**config.mk**
```make
export PLATFORM = sky130hd
export DESIGN_NAME = univ_shift_reg
export DESIGN_NICKNAME = d
export VERILOG_FILES = /design/src/rtl/usr_pkg.sv /design/src/rtl/shift_frame_cnt.sv /design/src/rtl/univ_shift_reg.sv
export SDC_FILE = /design/constraint.sdc
export NUM_CORES = 1
export LEC_CHECK = 0
export BUFFER_PORTS_ARGS = -buffer_cell sky130_fd_sc_hd__buf_2
export CAP_MARGIN = 20
export CORE_AREA = 2 2 39 41
export CTS_CLUSTER_SIZE = 30
export DETAILED_ROUTE_END_ITERATION = 12
export DIE_AREA = 0 0 41 43
export GPL_TIMING_DRIVEN = 1
export MAX_ROUTING_LAYER = met4
export PLACE_DENSITY = 0.73
export SLEW_MARGIN = 20
export SYNTH_ARGS = -nofsm -noshare
export SYNTH_HDL_FRONTEND = slang
export SYNTH_SLANG_ARGS = --single-unit
```
**constraint.sdc**
```tcl
create_clock -name clk -period 1.3 [get_ports clk]
set_clock_uncertainty 0.05 [all_clocks]
set_input_delay 0.39 -clock clk [delete_from_list [all_inputs] [get_ports clk]]
set_output_delay 0.39 -clock clk [all_outputs]
set_load 0.01 [all_outputs]
```
**src/rtl/usr_pkg.sv**
```systemverilog
// Shared definitions for the universal shift register: mode encodings,
// shift-direction encoding and the frame counter width helper.
package usr_pkg;

    // Operation select encodings
    localparam logic [1:0] MODE_HOLD = 2'b00;
    localparam logic [1:0] MODE_SHR  = 2'b01;
    localparam logic [1:0] MODE_SHL  = 2'b10;
    localparam logic [1:0] MODE_LOAD = 2'b11;

    // Direction of the most recent shift
    localparam logic DIR_RIGHT = 1'b0;
    localparam logic DIR_LEFT  = 1'b1;

    // Frame counter must be able to hold the value WIDTH itself
    function automatic int frame_cnt_width(input int width);
        return $clog2(width) + 1;
    endfunction

endpackage

```
**src/rtl/shift_frame_cnt.sv**
```systemverilog
// Frame tracker: counts consecutive same-direction shifts and pulses done
// for one cycle each time WIDTH shifts complete a frame.
module shift_frame_cnt
    import usr_pkg::*;
#(
    parameter int WIDTH = 3
) (
    input  logic clk,
    input  logic rst,
    input  logic shift_en,
    input  logic shift_dir,
    input  logic load,
    output logic done
);

    localparam int CW = frame_cnt_width(WIDTH);
    localparam logic [CW-1:0] FRAME_LEN = CW'(WIDTH);
    localparam logic [CW-1:0] ONE       = CW'(1);

    logic [CW-1:0] cnt_reg;
    logic [CW-1:0] cnt_next;
    logic          dir_reg;
    logic          done_reg;

    // A zero count (after reset, load or a completed frame) or a direction
    // change starts a new frame with this shift counted as the first.
    always_comb begin
        cnt_next = cnt_reg + ONE;
        if ((cnt_reg == '0) || (shift_dir != dir_reg)) begin
            cnt_next = ONE;
        end
    end

    // Counter, direction flag and done pulse state
    always_ff @(posedge clk) begin
        if (rst) begin
            cnt_reg  <= '0;
            dir_reg  <= DIR_RIGHT;
            done_reg <= 1'b0;
        end else if (load) begin
            cnt_reg  <= '0;
            done_reg <= 1'b0;
        end else if (shift_en) begin
            dir_reg <= shift_dir;
            if (cnt_next == FRAME_LEN) begin
                cnt_reg  <= '0;
                done_reg <= 1'b1;
            end else begin
                cnt_reg  <= cnt_next;
                done_reg <= 1'b0;
            end
        end else begin
            done_reg <= 1'b0;
        end
    end

    assign done = done_reg;

endmodule

```
**src/rtl/univ_shift_reg.sv**
```systemverilog
// Universal shift register: hold, shift right, shift left and parallel load,
// with serial outputs and a frame-completion pulse from shift_frame_cnt.
module univ_shift_reg
    import usr_pkg::*;
#(
    parameter int WIDTH = 3
) (
    input  logic             clk,
    input  logic             rst,
    input  logic [1:0]       mode,
    input  logic             si_r,
    input  logic             si_l,
    input  logic [WIDTH-1:0] pi,
    output logic [WIDTH-1:0] q,
    output logic             so_r,
    output logic             so_l,
    output logic             done
);

    logic [WIDTH-1:0] q_reg;
    logic [WIDTH-1:0] q_next;
    logic [WIDTH-1:0] shr_val;
    logic [WIDTH-1:0] shl_val;
    logic             shift_en;
    logic             shift_dir;
    logic             load;

    // Per-bit neighbour selection for both shift directions
    generate
        for (genvar gi = 0; gi < WIDTH; gi++) begin : g_bit
            if (gi == WIDTH - 1) begin : g_msb
                assign shr_val[gi] = si_r;
            end else begin : g_mid_r
                assign shr_val[gi] = q_reg[gi+1];
            end
            if (gi == 0) begin : g_lsb
                assign shl_val[gi] = si_l;
            end else begin : g_mid_l
                assign shl_val[gi] = q_reg[gi-1];
            end
        end
    endgenerate

    // Mode mux selecting the next register contents
    always_comb begin
        q_next = q_reg;
        case (mode)
            MODE_SHR:  q_next = shr_val;
            MODE_SHL:  q_next = shl_val;
            MODE_LOAD: q_next = pi;
            default:   q_next = q_reg;
        endcase
    end

    // Data register
    always_ff @(posedge clk) begin
        if (rst) begin
            q_reg <= '0;
        end else begin
            q_reg <= q_next;
        end
    end

    assign shift_en  = (mode == MODE_SHR) || (mode == MODE_SHL);
    assign shift_dir = (mode == MODE_SHL) ? DIR_LEFT : DIR_RIGHT;
    assign load      = (mode == MODE_LOAD);

    shift_frame_cnt #(
        .WIDTH (WIDTH)
    ) u_frame_cnt (
        .clk       (clk),
        .rst       (rst),
        .shift_en  (shift_en),
        .shift_dir (shift_dir),
        .load      (load),
        .done      (done)
    );

    assign q    = q_reg;
    assign so_r = q_reg[0];
    assign so_l = q_reg[WIDTH-1];

endmodule

```
==> results of run 1 <==
power by group through the flow:
stage	combinational, W	clock [W]	sequential, W
after floorplan	0.0000778	0	0.000277
after global placement	0.000114	0	0.000274
after detailed placement	0.000115	0	0.000276
after CTS	0.000116	0.000191	0.000270
after global routing	0.000140	0.000221	0.000273
final	0.000125	0.000188	0.000271
cells in the mapped netlist:
master | n | area share
a21oi_1 | 2 | 0.021
a21oi_2 | 1 | 0.018
a221oi_1 | 5 | 0.090
a22oi_1 | 1 | 0.015
a32oi_1 | 1 | 0.018
and3_1 | 1 | 0.013
buf_4 | 2 | 0.031
dfxtp_1 | 8 | 0.33
ha_1 | 5 | 0.13
inv_1 | 9 | 0.070
mux2i_1 | 1 | 0.021
nand2_1 | 5 | 0.039
nand2b_1 | 1 | 0.013
nand4_1 | 2 | 0.026
nor2_1 | 3 | 0.023
nor2b_1 | 1 | 0.013
nor3_1 | 1 | 0.010
nor3b_1 | 1 | 0.015
nor4b_1 | 1 | 0.018
o21ai_0 | 2 | 0.021
o31ai_1 | 1 | 0.015
xnor2_2 | 1 | 0.034
xor2_1 | 1 | 0.018
layer usage:
| layer | GRT usage | vias to the layer above | routed length, um |
|---|---|---|---|
| li1 | - | 228 | - |
| met1 | 0.125 | 197 | 431 |
| met2 | 0.206 | 16 | 444 |
| met3 | 0.0314 | 3 | 49 |
| met4 | 0.100 | 0 | 27 |
| met5 | - | - | 0 |
area by class of cell:
type | instances | area share
Clock buffer | 3 | 0.0365
Inverter | 9 | 0.0548
Multi-Input combinational cell | 37 | 0.489
Sequential cell | 8 | 0.262
Tap cell | 16 | 0.0325
Timing Repair Buffer | 15 | 0.126
timing repair:
item                       in CTS  in global routing
resized for setup               0                  6
hold endpoints to repair        0                  0
buffers inserted                0                  1
setup endpoints to repair       0                  4
worst register-to-register path, cell delays in order (launching register included):
cell and delay (ns):
dfxtp_2 0.33, ha_1 0.25, xor2_2 0.17, o31ai_1 0.20
a21oi_1 0.06
path summary, 6_finish.rpt:
path | from | end | slack, ns | cells past startpoint
worst max-delay path | mode[1] | u_frame_cnt.cnt_reg[0]$_SDFFE_PP0N_ | 0.08 | 5
worst min-delay path | rst | u_frame_cnt.dir_reg$_SDFFE_PP0P_ | 0.33 | 2
worst max register to register | u_frame_cnt.cnt_reg[0]$_SDFFE_PP0N_ | u_frame_cnt.cnt_reg[1]$_SDFFE_PP0N_ | 0.12 | 4
worst min register to register | u_frame_cnt.cnt_reg[1]$_SDFFE_PP0N_ | u_frame_cnt.cnt_reg[1]$_SDFFE_PP0N_ | 0.45 | 2
kinds of logic (layout without fill, tap and decap cells):
group,after synthesis,after routing,synth area share
buf+inv,11,27,0.101
simple gates,16,16,0.170
flops,8,8,0.330
compound gates,13,13,0.198
fa+ha+maj,5,5,0.129
mux,1,1,0.0206
xor+xnor,2,2,0.0516
per-stage QoR:
| step | worst slack [ns] | instance area (um2) | hold WS (ns) | power (W) | utilization |
|---|---|---|---|---|---|
| 2_1_floorplan | -0.00294 | 488 | 0.411 | 0.000355 | - |
| 3_3_place_gp | -0.196 | 563 | 0.429 | 0.000388 | 0.407 |
| 3_5_place_dp | -0.230 | 563 | 0.441 | 0.000391 | 0.407 |
| 4_1_cts | 0.0106 | 586 | 0.327 | 0.000577 | 0.423 |
| 5_1_grt | -0.00403 | 617 | 0.315 | 0.000634 | 0.446 |
| 6_report | 0.0755 | 617 | 0.328 | 0.000584 | 0.446 |
==> results.md, run 1 <==
- Diode count: 0
- CP Cell Sequence: buf_2 > ha_1 > nor2_1 > o21ai_0 > a21oi_2
- Skew-Pair Late Insertion Delay: 0.25 ns
- GRT Total Usage: 0.129
- Status: finished, final reports clean
- H-tree levels: 1
- WP data arrival: 1.36 ns
- Num CTS Buffers: 3
- Switching share of power: 0.276
- Syn Inst Count: 56
- WP data required: 1.44 ns
- Die width: 41 um
- Delay of the slowest critical-path stage: 0.30 ns
- Synth Cell Area: 485 um2
- Area Overhead vs Synth: 27.1%
- Psw: 0.000161 W
- Combinational power share: 0.214
- CTS sink count: 8
- Final nets: 88
- Most common cell after layout, fill and taps aside: buf_2
- Worst setup SP type: primary input
- FF+latch count, synth: 8
- Area of the multi-input gates: 302 um2
- Initial core utilization: 0.351
- Avg Vias per Cell: 5.05
- Max cap viols: 0
- Fmax: 817 MHz
- Fin crit share: 0.942
- Routed len/inst: 10.8 um
- Setup Total Neg Slack: 0 ns
- Hold WC Path Type: primary input to flip-flop
- Sequential Power Share: 0.464
- First-pass GRT wire length: 1.48 mm
- Fillers: 136
- Syn_nets: 70
- # setup viols final: 0
- Max Buffers Root-to-Sink: 2
- Critical path class: primary input to flip-flop
- Yosys warnings: 0
- Worst Setup End Kind: flip-flop
- Post-synthesis sequential area ratio: 0.330
- Peak supply drop: 229 uV
- CP max-delay cell: nor2_1
- Clock network fraction of total power: 0.322
- Reg area: 161 um2
- Num ports: 15
- Final min period: 1.22 ns
- Antenna viol nets, final: 0
- Leakage: 0.287 nW
- Slew margin rel.: 0.796
- Layout Cells excl Fill: 88
- Initial antenna violation count: 0
- Die span in y: 43 um
- Pin slew with the least headroom to its limit: 0.306 ns
- Routed WL: 953 um
- Detailed Route Iter0 Violations: 17
- Routability cong.: 0.856
- Clock root buffer: clkbuf_4
- P_int: 0.000423 W
- Largest delay contributor family on the critical path: simple AND/OR/NAND/NOR gates
- HPWL after detailed placement: 756 um
- Ratio of cells with drive above 1 in the final layout: 0.347
- Crit path max fanout: 6
- # hold bufs at CTS: 0
- CTS clk-pin slew, worst paths: 0.05 ns
- Number of port buffers: 14
- CTS tree: yes
- Largest net degree at the start of global routing: 8
- Grt total ovfl: 0
- Slew Limit Fails: 0
- Commonest cells after routing, fill and taps aside: 14 x buf_2, 9 x inv_1, 7 x dfxtp_1, 5 x a221oi_1, 5 x nand2_1
- DRC viols: 0
- Drt first pass iters: 4
- Core area: 0.00138 mm2
- Final hold vios: 0
- Setup repair after global routing missed its margin: yes
- Standard-cell rows: 14
- Power Density: 946 mW/mm2
- Distinct cells, synth: 23
- Vias in the first global route: 386
- Synth Area per Inst: 8.67 um2
- Worst Path Buf+Inv: 1
- Dpl cells: 84
- Total number of vias: 444
- DIE AREA: 0.00176 mm2
No activity file was read; power rests on OpenSTA's default activity.
==> inputs of run 2 (changes only) <==
Settings changed: CORE_AREA 2 2 39 41 to unset, CORE_UTILIZATION set to 30, DIE_AREA 0 0 41 43 to unset, PLACE_DENSITY 0.73 to 0.64, SLEW_MARGIN 20 to 5.
==> run 2 against run 1 <==
  * Clock power is essentially flat
  * Hold slack better by 0.020 ns
  * Sequential power about the same
  * Sequential share of layout area is 0.16 points lower
  * Global-route usage is 0.58 points higher
  * Total power is 0.83% lower
  * Final area rose by 0.61%
  * Maximum frequency increased by 0.43%
  * First-iteration DRC count decreased by 47%
  * Die area is 1.1% higher
  * Setup slack better by 0.0052 ns
  * Sequential cell count unchanged
  * Highest routed layer unchanged
==> results.md, run 2 (synthesis gave the netlist of run 1 again) <==
- Status: finished, final reports clean (unchanged)
- Hold Crit Start: si_r (was rst)
- First-pass GRT wire length: 1.66 mm (was 1.48 mm)
- Wl on met1: 426 um (was 431 um)
- CTS sink count: 8 (unchanged)
- Core area: 0.00151 mm2 (was 0.00138 mm2)
- Skew-Pair Late Insertion Delay: 0.25 ns (about the same)
- Worst Setup End Kind: flip-flop (unchanged)
- Layout Cells excl Fill: 87 (was 88)
- Worst setup SP type: primary input (unchanged)
- Reg-to-Reg Start: u_frame_cnt.cnt_reg[1]$_SDFFE_PP0N_ (was u_frame_cnt.cnt_reg[0]$_SDFFE_PP0N_)
- Avg Vias per Cell: 5.22 (was 5.05)
- H-tree levels: 1 (unchanged)
- Power Density: 933 mW/mm2 (was 946 mW/mm2)
- Vias in the first global route: 396 (was 386)
- Pin slew with the least headroom to its limit: 0.278 ns (was 0.306 ns)
- Area of the multi-input gates: 313 um2 (was 302 um2)
- Final min period: 1.22 ns (about the same)
- Setup Total Neg Slack: 0 ns (unchanged)
- Fmax: 820 MHz (was 817 MHz)
- # setup viols final: 0 (unchanged)
- Initial core utilization: 0.322 (was 0.351)
- Clock network fraction of total power: 0.323 (was 0.322)
- Util after Layout: 0.412 (was 0.446)
- Diode count: 0 (unchanged)
- Most common cell after layout, fill and taps aside: buf_2 (unchanged)
- Detailed Route Iter0 Violations: 9 (was 17)
- Setup crit start: mode[1] (unchanged)
- Hold path depth: 3 (was 2)
- Area Overhead vs Synth: 27.8% (was 27.1%)
- WP data required: 1.43 ns (was 1.44 ns)
- P_int: 0.000419 W (was 0.000423 W)
- Critical path class: primary input to flip-flop (unchanged)
- # hold bufs at CTS: 0 (unchanged)
- Dpl cells: 84 (unchanged)
- Die width: 42.2 um (was 41 um)
- Clock root buffer: clkbuf_4 (unchanged)
- Pre-CTS setup slack: -0.254 ns (was -0.230 ns)
- Max cap viols: 0 (unchanged)
- Post-CTS Setup Bufs: 0 (unchanged)
- Fin crit share: 0.938 (was 0.942)
- R2r setup slk: 0.09 ns (was 0.12 ns)
- HPWL after detailed placement: 736 um (was 756 um)
- DRC viols: 0 (unchanged)
- Hold EP: q[2]$_SDFFE_PP0P_ (was u_frame_cnt.dir_reg$_SDFFE_PP0P_)
- Setup ws final: 0.0807 ns (was 0.0755 ns)
- Commonest cells after routing, fill and taps aside: 14 x buf_2, 9 x inv_1, 7 x dfxtp_1, 5 x a221oi_1, 5 x nand2_1 (unchanged)
- Num CTS Buffers: 3 (unchanged)
- Fillers: 151 (was 136)
- Final nets: 87 (was 88)
- Ratio of cells with drive above 1 in the final layout: 0.366 (was 0.347)
- Switching share of power: 0.276 (about the same)
- Hold WC Path Type: primary input to flip-flop (unchanged)
- CTS clk-pin slew, worst paths: 0.05 ns (about the same)
- DIE AREA: 0.00178 mm2 (was 0.00176 mm2)
- Cells on worst reg2reg path: 4 (unchanged)
- Leakage: 0.284 nW (was 0.287 nW)
- Routed WL: 940 um (was 953 um)
- Total number of vias: 454 (was 444)
- Standard-cell rows: 14 (unchanged)
- Initial antenna violation count: 0 (unchanged)
- Crit path max fanout: 6 (unchanged)
- Slew Limit Fails: 0 (unchanged)
- Slew margin rel.: 0.814 (was 0.796)
- Psw: 0.000160 W (was 0.000161 W)
- Met3 WL post-DR: 68 um (was 49 um)
- Drt first pass iters: 4 (unchanged)
- WP data arrival: 1.35 ns (was 1.36 ns)
- Top Layer Used: met4 (unchanged)
- RR Endpoint: u_frame_cnt.cnt_reg[0]$_SDFFE_PP0N_ (was u_frame_cnt.cnt_reg[1]$_SDFFE_PP0N_)
- Sequential Power Share: 0.467 (was 0.464)
- Routability cong.: 0.781 (was 0.856)
- Peak supply drop: 290 uV (was 229 uV)
- CTS tree: yes (unchanged)
- Grt total ovfl: 0 (unchanged)
- Die span in y: 42.2 um (was 43 um)
- Final hold vios: 0 (unchanged)
- Reg area: 161 um2 (unchanged)
- GRT Total Usage: 0.135 (was 0.129)
- Number of port buffers: 14 (unchanged)
- Max Buffers Root-to-Sink: 2 (unchanged)
- Combinational power share: 0.210 (was 0.214)
- Routed len/inst: 10.8 um (about the same)
- Largest net degree at the start of global routing: 8 (unchanged)
- Antenna viol nets, final: 0 (unchanged)
- Num ports: 15 (unchanged)
- Met2 WL: 396 um (was 444 um)
## run 2: layout make-up
cell class | instances | area share
inverter | 9 | 0.0544
sequential | 8 | 0.260
multi-input combinational | 37 | 0.504
clock buffer | 3 | 0.0363
timing repair buffer | 14 | 0.113
tap | 16 | 0.0323
## run 2: critical path: stages
cell and delay [ns]:
buf_2 0.13, ha_1 0.27, nor2_1 0.28, o21ai_0 0.16, a21oi_2 0.12
## run 2: power by group through the flow
stage                     clock network (W)  logic (W)  registers (W)
final                              0.000187   0.000121       0.000270
after global routing               0.000218   0.000135       0.000272
after CTS                          0.000197   0.000117       0.000270
after detailed placement                  0   0.000116       0.000275
after global placement                    0   0.000114       0.000275
after floorplan                           0  0.0000778       0.000277
## run 2: worst max-delay path by stage
stage	to	slack (ns)	cells past startpoint
floorplan	u_frame_cnt.done$_SDFF_PP0_	-0.003	5
global placement	u_frame_cnt.done$_SDFF_PP0_	-0.19	6
detailed placement	u_frame_cnt.done$_SDFF_PP0_	-0.25	6
CTS	u_frame_cnt.cnt_reg[0]$_SDFFE_PP0N_	0.06	5
global route	u_frame_cnt.done$_SDFF_PP0_	-0.004	5
finish	u_frame_cnt.cnt_reg[0]$_SDFFE_PP0N_	0.08	5
## run 2: metal layers
layer / global-route usage / up-vias
met5: - / -
met3: 0.0388 / 4
li1: - / 230
met1: 0.149 / 201
met2: 0.191 / 19
met4: 0.131 / 0
## run 2: what timing repair did
action,4_1_cts,5_1_grt
gates resized for setup,1,6
setup endpoints to repair,1,3
hold endpoints to repair,0,0
## run 2: stage by stage
step	total power (W)	hold WS, ns	instance area, um2
5_1_grt	0.000625	0.347	621
2_1_floorplan	0.000355	0.411	488
3_5_place_dp	0.000391	0.441	563
6_report	0.000579	0.348	621
3_3_place_gp	0.000389	0.439	563
4_1_cts	0.000583	0.333	588
==> inputs of run 3 (changes only) <==
Settings changed: SYNTH_HIERARCHICAL set to 1.
==> run 3 against run 2 <==
  * The run now ends with DRC left
  * Sequential cell count unchanged
  * First-iteration DRC count is 44% higher
  * Clock-buffer cell count is the same
  * Final area grew 13%
  * Critical endpoint is now u_frame_cnt/done$_SDFF_PP0_
  * Largest power group unchanged
==> results.md, run 3 <==
- Detailed Route Iter0 Violations: 13 (was 9)
- DRC viols: 3 (was 0)
- Post-CTS Setup Bufs: 0 (unchanged)
- Synth async-reset ratio: 0 (unchanged)
- Total number of vias: 486 (was 454)
- Setup Total Neg Slack: 0 ns (unchanged)
- Largest net degree at the start of global routing: 9 (was 8)
- Num CTS Buffers: 3 (unchanged)
- Num ports: 15 (unchanged)
- Slew Limit Fails: 0 (unchanged)
- Yosys warnings: 6 (was 0)
- CTS tree: yes (unchanged)
- Area Overhead vs Synth: 34.9% (was 27.8%)
- Post-synth EDFFs: 0 (unchanged)
- Hold WC Path Type: primary input to flip-flop (unchanged)
- Ys flop type: dfxtp_1 (unchanged)
- Die span in y: 43.7 um (was 42.2 um)
- Fmax: 798 MHz (was 820 MHz)
- Final min period: 1.25 ns (was 1.22 ns)
- Antenna viol nets, final: 0 (unchanged)
- Top post-synthesis cells by count: 8 x dfxtp_1, 8 x inv_1, 6 x ha_1 (was 9 x inv_1, 8 x dfxtp_1, 5 x a221oi_1, 5 x ha_1, 5 x nand2_1)
- Synth top area cells: dfxtp_1 31%, ha_1 14%, a221oi_1 6.7% (was dfxtp_1 33%, ha_1 13%, a221oi_1 9.0%)
- Avg Vias per Cell: 5.28 (was 5.22)
- WP data required: 1.45 ns (was 1.43 ns)
- Initial core utilization: 0.334 (was 0.322)
- Skew-Pair Late Insertion Delay: 0.26 ns (was 0.25 ns)
- CTS clk-pin slew, worst paths: 0.06 ns (was 0.05 ns)
- Post-synthesis sequential area ratio: 0.308 (was 0.330)
- Number of port buffers: 14 (unchanged)
- DIE AREA: 0.00191 mm2 (was 0.00178 mm2)
- Worst setup SP type: primary input (unchanged)
- HPWL after detailed placement: 791 um (was 736 um)
- Max Buffers Root-to-Sink: 2 (unchanged)
- Power Density: 862 mW/mm2 (was 933 mW/mm2)
- Routability cong.: 0.805 (was 0.781)
- Synth top area share: 0.308 (was 0.330)
- Initial antenna violation count: 0 (unchanged)
- WP data arrival: 1.40 ns (was 1.35 ns)
- Standard-cell rows: 14 (unchanged)
- Most common cell after layout, fill and taps aside: buf_2 (unchanged)
- Diode count: 0 (unchanged)
- Commonest cells after routing, fill and taps aside: 14 x buf_2, 7 x inv_1, 7 x dfxtp_1, 5 x buf_4 (was 14 x buf_2, 9 x inv_1, 7 x dfxtp_1, 5 x a221oi_1, 5 x nand2_1)
- Peak supply drop: 400 uV (was 290 uV)
- CTS sink count: 8 (unchanged)
- GRT Total Usage: 0.133 (was 0.135)
- Distinct cells, synth: 25 (was 23)
- # setup viols final: 0 (unchanged)
- H-tree levels: 1 (unchanged)
- Syn Inst Count: 56 (unchanged)
- Pin slew with the least headroom to its limit: 0.279 ns (was 0.278 ns)
- FF+latch count, synth: 8 (unchanged)
- Setup repair after global routing missed its margin: no
- Routed len/inst: 11.5 um (was 10.8 um)
- Layout Cells excl Fill: 92 (was 87)
- Grt total ovfl: 0 (unchanged)
- Die width: 43.7 um (was 42.2 um)
- Critical path class: primary input to flip-flop (unchanged)
- Area leader, netlist: dfxtp_1 (unchanged)
- Drt first pass iters: 8 (was 4)
- Clock root buffer: clkbuf_4 (unchanged)
- Final nets: 93 (was 87)
- Pwr Total: 0.000605 W (was 0.000579 W)
- First-pass GRT wire length: 1.70 mm (was 1.66 mm)
- Leakage: 0.299 nW (was 0.284 nW)
- Dpl cells: 89 (was 84)
- Util after Layout: 0.450 (was 0.412)
- Synth Cell Area: 520 um2 (was 485 um2)
- Max cap viols: 0 (unchanged)
- Ratio of cells with drive above 1 in the final layout: 0.474 (was 0.366)
- Failing checks: DRC
- Fin crit share: 0.964 (was 0.938)
- Syn_nets: 71 (was 70)
- Vias in the first global route: 404 (was 396)
- Core area: 0.00156 mm2 (was 0.00151 mm2)
- Worst hold slack: 0.339 ns (was 0.348 ns)
- Final hold vios: 0 (unchanged)
- Synth Area per Inst: 9.29 um2 (was 8.67 um2)
- Routed WL: 1.06 mm (was 940 um)
- Status: finished with violations (was finished, final reports clean)
- Worst Setup End Kind: flip-flop (unchanged)
- Crit path max fanout: 6 (unchanged)
- Slew margin rel.: 0.813 (was 0.814)
-- run 3: cell count changes in the layout (fill, tap and decap cells not counted), moves of 2 or more --
cell / previous run / this run
inv_1: 9 / 7
nand2_1: 5 / 3
a21oi_1: 2 / 4
buf_4: 0 / 5
-- run 3: where the power goes --
part / internal (W) / total [W] / switching [W]
combinational: 0.0000681 / 0.000138 / 0.0000694
sequential: 0.000258 / 0.000270 / 0.0000118
clock: 0.000106 / 0.000198 / 0.0000916
-- run 3: cell type report --
type                    count  area, um2
clock buffers               3       22.5
fillers                   157        857
inverters                   8       30.0
multi-input cells          38        360
flip-flops and latches      8        161
well taps                  16       20.0
repair buffers             19        108
-- run 3: worst max-delay path, stage by stage --
cell and delay [ns]:
buf_2 0.11, inv_2 0.06, ha_4 0.19, xnor2_2 0.22
nand4_1 0.17, and4b_1 0.27
-- run 3: timing repair --
action | CTS | global route
resized for setup | 0 | 4
setup endpoints to repair | 0 | 6
hold buffers | 0 | 0
-- run 3: path summary, 6_finish.rpt --
kind	start	endpoint	slack [ns]	depth (start not counted)
hold / removal	rst	q[2]$_SDFFE_PP0P_	0.34	2
setup / recovery	mode[0]	u_frame_cnt/done$_SDFF_PP0_	0.05	6
setup reg to reg	u_frame_cnt/cnt_reg[0]$_SDFFE_PP0P_	u_frame_cnt/cnt_reg[2]$_SDFFE_PP0P_	0.08	5
hold reg to reg	q[0]$_SDFFE_PP0P_	q[0]$_SDFFE_PP0P_	0.45	2
-- run 3: logic make-up after synthesis --
kind of cell / after synthesis / synth area share
AO/OA/AOI/OAI: 15 / 0.236
AND/OR/NAND/NOR: 15 / 0.178
buffers and inverters: 10 / 0.0865
flip-flops: 8 / 0.308
adder cells (fa/ha/maj): 6 / 0.144
XOR/XNOR: 2 / 0.0481
-- run 3: metal layers --
metal | part of all wire | track usage
met1 | 0.47 | 0.153
met4 | 0.013 | 0.100
met3 | 0.058 | 0.0625
met2 | 0.46 | 0.176
met5 | 0 | -
-- run 3: metrics by stage --
| stage | setup slack [ns] | instance area [um2] |
|---|---|---|
| finish | 0.0474 | 702 |
| global route | 0.00855 | 702 |
| CTS | 0.00382 | 688 |
| detailed placement | -0.210 | 666 |
| global placement | -0.184 | 666 |
| floorplan | 0.00193 | 553 |
